[src/rtl/rr_arbiter.sv]
// rtl/rr_arbiter.sv - round-robin arbiter with held grants; optional watchdog via RR_ARBITER_TIMEOUT_EN
module rr_arbiter #(
  parameter int N_REQ    = 8,
  parameter int MAX_HOLD = 255,
  parameter int HOLD_W   = 8,
  localparam int ID_W    = $clog2(N_REQ)
) (
  input  logic             clk,
  input  logic             rst,
  input  logic [N_REQ-1:0] req,
  input  logic             done,
  output logic [N_REQ-1:0] gnt,
  output logic             gnt_valid,
  output logic [ID_W-1:0]  gnt_id,
  output logic             timeout
);

  typedef enum logic {IDLE, GRANT} state_t;

  state_t          state;
  logic [ID_W-1:0] ptr;
  logic [ID_W-1:0] win_id;
  logic            win_found;
  logic [ID_W-1:0] next_ptr;

`ifdef RR_ARBITER_TIMEOUT_EN
  logic [HOLD_W-1:0] hold_cnt;
  logic              expire;

  assign expire = (hold_cnt == HOLD_W'(MAX_HOLD - 1));
`else
  logic unused_cfg;

  assign unused_cfg = MAX_HOLD[0] ^ HOLD_W[0];
`endif

  // Pick the first requester at or after ptr, wrapping N_REQ-1 -> 0.
  always_comb begin
    int idx;
    idx       = 0;
    win_found = 1'b0;
    win_id    = '0;
    for (int k = 0; k < N_REQ; k++) begin
      idx = int'(ptr) + k;
      if (idx >= N_REQ) idx = idx - N_REQ;
      if (!win_found && req[idx]) begin
        win_found = 1'b1;
        win_id    = ID_W'(idx);
      end
    end
  end

  // The releasing owner becomes lowest priority for the next round.
  always_comb begin
    next_ptr = (gnt_id == ID_W'(N_REQ - 1)) ? '0 : gnt_id + 1'b1;
  end

  // Arbitration state machine; all outputs registered.
  always_ff @(posedge clk) begin
    if (rst) begin
      state     <= IDLE;
      ptr       <= '0;
      gnt       <= '0;
      gnt_valid <= 1'b0;
      gnt_id    <= '0;
      timeout   <= 1'b0;
`ifdef RR_ARBITER_TIMEOUT_EN
      hold_cnt  <= '0;
`endif
    end else begin
      timeout <= 1'b0;
      case (state)
        IDLE: begin
          if (win_found) begin
            gnt       <= {{(N_REQ-1){1'b0}}, 1'b1} << win_id;
            gnt_id    <= win_id;
            gnt_valid <= 1'b1;
            state     <= GRANT;
`ifdef RR_ARBITER_TIMEOUT_EN
            hold_cnt  <= '0;
`endif
          end
        end
        GRANT: begin
          if (done) begin
            gnt       <= '0;
            gnt_valid <= 1'b0;
            gnt_id    <= '0;
            ptr       <= next_ptr;
            state     <= IDLE;
`ifdef RR_ARBITER_TIMEOUT_EN
          end else if (expire) begin
            gnt       <= '0;
            gnt_valid <= 1'b0;
            gnt_id    <= '0;
            ptr       <= next_ptr;
            state     <= IDLE;
            timeout   <= 1'b1;
          end else begin
            hold_cnt  <= hold_cnt + 1'b1;
`endif
          end
        end
        default: state <= IDLE;
      endcase
    end
  end

endmodule

[config.mk]
export PLATFORM = sky130hd
export DESIGN_NAME = rr_arbiter
export DESIGN_NICKNAME = d
export VERILOG_FILES = /design/src/rtl/rr_arbiter.sv
export SDC_FILE = /design/constraint.sdc
export NUM_CORES = 1
export LEC_CHECK = 0
export BUFFER_PORTS_ARGS = -buffer_cell sky130_fd_sc_hd__buf_2
export CAP_MARGIN = 20
export CORE_MARGIN = 2
export CORE_UTILIZATION = 45
export CTS_BUF_LIST = sky130_fd_sc_hd__clkbuf_4 sky130_fd_sc_hd__clkbuf_8
export CTS_CLUSTER_DIAMETER = 120
export DETAILED_ROUTE_END_ITERATION = 8
export PLACE_DENSITY = 0.68
export SYNTH_ARGS = -nofsm -noshare
export SYNTH_HDL_FRONTEND = slang
export SYNTH_SLANG_ARGS = --single-unit
[constraint.sdc]
create_clock -name clk -period 5.4 [get_ports clk]
set_clock_uncertainty 0.1 [all_clocks]
set_input_delay 0.54 -clock clk [delete_from_list [all_inputs] [get_ports clk]]
set_output_delay 0.54 -clock clk [all_outputs]
set_load 0.03 [all_outputs]
==> summary.md <==
| Metric | Value |
|---|---|
| Post-DP HPWL | 2650 um |
| Worst setup EP type | flip-flop |
| Delay of the slowest critical-path stage | 0.79 ns |
| Post-synth EDFFs | 0 |
| Number of global-route vias before repair | 1165 |
| Mapped Area | 1490 um^2 |
| Via/cell ratio | 6.09 |
| Yosys cell types | 41 |
| Die X | 61.6 um |
| Die height | 61.6 um |
| Final Util | 52.5% |
| Starting Density | 48.1% |
| Die area | 3790 um^2 |
| Hold-fix buffers, CTS | 0 |
| Share of cells above drive strength 1 | 30.8% |
| Total CTS buffers | 3 |
| Number of synthesized register bits | 16 |
| Top Ports | 24 |
| Area growth syn-to-layout | 9.31% |
| Core Rows | 20 |
| Ant. Diodes | 0 |
| Tmin final | 4.39 ns |
| Post-Synthesis Cells | 155 |
| Setup TNS | 0 ns |
| Overall Global Routing Usage | 20.5% |
| Peak Freq | 228 MHz |
| DRT antenna net count | 0 |
| Gr ovfl total | 0 |
| Core area | 3100 um^2 |
| # port buffers | 22 |
| Worst skew pair latency | 0.28 ns |
| Final hold vios | 0 |
| Routed length per placed instance | 15.6 um |
| Pwr Density | 211 nW/um^2 |
| Dominant synthesized flop cell | dfxtp_1 |
| Sink Count | 16 |
| Worst min path class | reg2reg |
| Root Buffer | clkbuf_4 |
| Sequential share of the synthesized area | 21.5% |
| Startpoint types | flip-flop |
| Post-CTS Setup Bufs | 0 |
| Post-CTS sizing | 0 |
| CP Data Required Time | 5.52 ns |
| CP Cell Sequence | clkinv_1 -> ha_1 -> mux4_2 -> or4_4 -> nor4b_4 -> nand2_1 -> mux2i_1 -> and2_1 -> o2bb2ai_1 |
| Max-Cap Viols | 0 |
| DRC Markers | 0 |
| Syn. warnings | 0 |
| Initial antenna violation count | 0 |
| Avg Synthesized Cell Area | 9.62 um^2 |
| Routed via count | 1316 |
| DR pass1 iterations | 4 |
| Post-synth ARST share | 0% |
| Peak VDD IR | 0.123 mV |
| CTS max path bufs | 2 |
| Initial DRC count | 96 |
| Global-route wire length before repair | 5680 um |
| Final Cycle Share | 81.2% |
| Final Max Tran Viols | 0 |
| WP data arrival | 4.50 ns |
| Hold Slack | 0.365 ns |
| Final setup vio count | 0 |
| Slew @ Worst Pin | 0.717 ns |
| Unrepaired setup endpoints after global routing | false |
| Static Leakage | 0.000641 uW |
| RD Place Congestion | 0.865 |
| CTS tree | done |
| Largest net degree at the start of global routing | 17 |
| WL final | 3380 um |
| # fillers | 295 |
| Final net count | 189 |
| Crit-path slowest cell | dfxtp_1 |
| Max FO, Critical Path | 16 |
| Slew headroom | 52.1% |
| Status | finished, final reports clean |
| CTS H-Tree Depth | 1 |
| Clock slew at reported path FFs | 0.09 ns |
| Syn_nets | 170 |
| Worst setup path category | reg2reg |
[state kept, by name, summed over array words and instances (netlist names)]
register,count
gnt_id,3
ptr,3
gnt_valid,1
state,1
gnt,8
[final timing paths]
check,start,end,slack (ns),depth (start not counted)
max,ptr[0],gnt_id[1],1.01,9
min,gnt[5],gnt[5],0.37,1
max reg2reg,ptr[0],gnt_id[1],1.01,9
min reg2reg,gnt[5],gnt[5],0.37,1
[Yosys cell counts (3+ instances only)]
library cell  count  area [um^2]
dfxtp_1          16          320
a32o_1            5         50.1
o2bb2ai_1         6         52.6
a22oi_1           4         30.0
nand3_1           7         35.0
mux2i_1           6         60.1
ha_1              4         50.1
xnor2_1           3         26.3
nor2_1            9         33.8
inv_1             8         30.0
clkbuf_1          4         15.0
a21oi_1           9         45.0
nand2_1          12         45.0
mux2_2           10          113
mux4_2           13          293
nor3_1            4         20.0
o21ai_0           3         15.0
[per-layer routing]
layer	track usage (%)	wire, um	vias to the layer above
li1	-	-	639
met1	32.4	1620	638
met2	28.6	1580	35
met3	2.73	154	4
met4	6.69	22	0
met5	0	0	-
[area by class of cell]
class | count | area [um^2] | area share [%]
clock buffer | 3 | 22.5 | 1.38
timing repair buffer | 23 | 118 | 7.21
tap | 44 | 55.1 | 3.38
sequential | 16 | 320 | 19.6
inverter | 9 | 33.8 | 2.07
multi-input combinational | 121 | 1080 | 66.3
[metrics by stage]
stage          instances  worst slack (ns)  total power (uW)  instance area [um^2]
2_1_floorplan        155              1.64               251                  1490
3_3_place_gp         213              1.16               282                  1610
3_5_place_dp         213             0.997               284                  1610
4_1_cts              216             0.980               345                  1630
5_1_grt              216             0.654               366                  1630
6_report             216              1.01               344                  1630
[kinds of logic (layout without fill, tap and decap cells)]
logic type,Yosys count,after routing,synth area share (%)
adders and majority gates,4,4,3.36
AOI/OAI and AO/OA,38,38,19.2
DFF,16,16,21.5
muxes,29,29,31.2
buffers and inverters,18,35,6.04
other,1,1,0.251
and+or+nand+nor,46,46,16.7
xor gates and xnor gates,3,3,1.76
[worst max-delay path, delay by kind of cell, from the launching register on]
family / cells / cell delay [ns]
buf+inv: 1 / 0.39
fa+ha+maj: 1 / 0.65
flops: 1 / 0.79
mux: 2 / 0.85
simple gates: 4 / 1.37
compound gates: 1 / 0.16
[cell usage in the layout, fill, tap and decap left out, types with 2 or more instances in the layout]
cell type	instances
nor2b_1	2
mux4_2	13
ha_1	4
nor4_1	2
a31oi_1	2
buf_2	22
o2bb2ai_1	6
clkbuf_4	3
nand4b_1	2
and2_1	2
o21ai_0	3
a22oi_1	4
inv_1	8
nor2_1	9
a32o_1	5
dfxtp_1	16
nor3_1	4
nand2_1	12
and3_1	2
xnor2_1	3
nand3_1	7
a21oi_1	9
mux2i_1	6
mux2_2	10
[where the power goes]
group          total [uW]  internal (uW)  switching, uW
clock network        60.7           25.9           34.8
registers             133            125           8.05
logic                 150           62.6           86.9
total                 344            214            130
(Power assumes the default switching activity.)
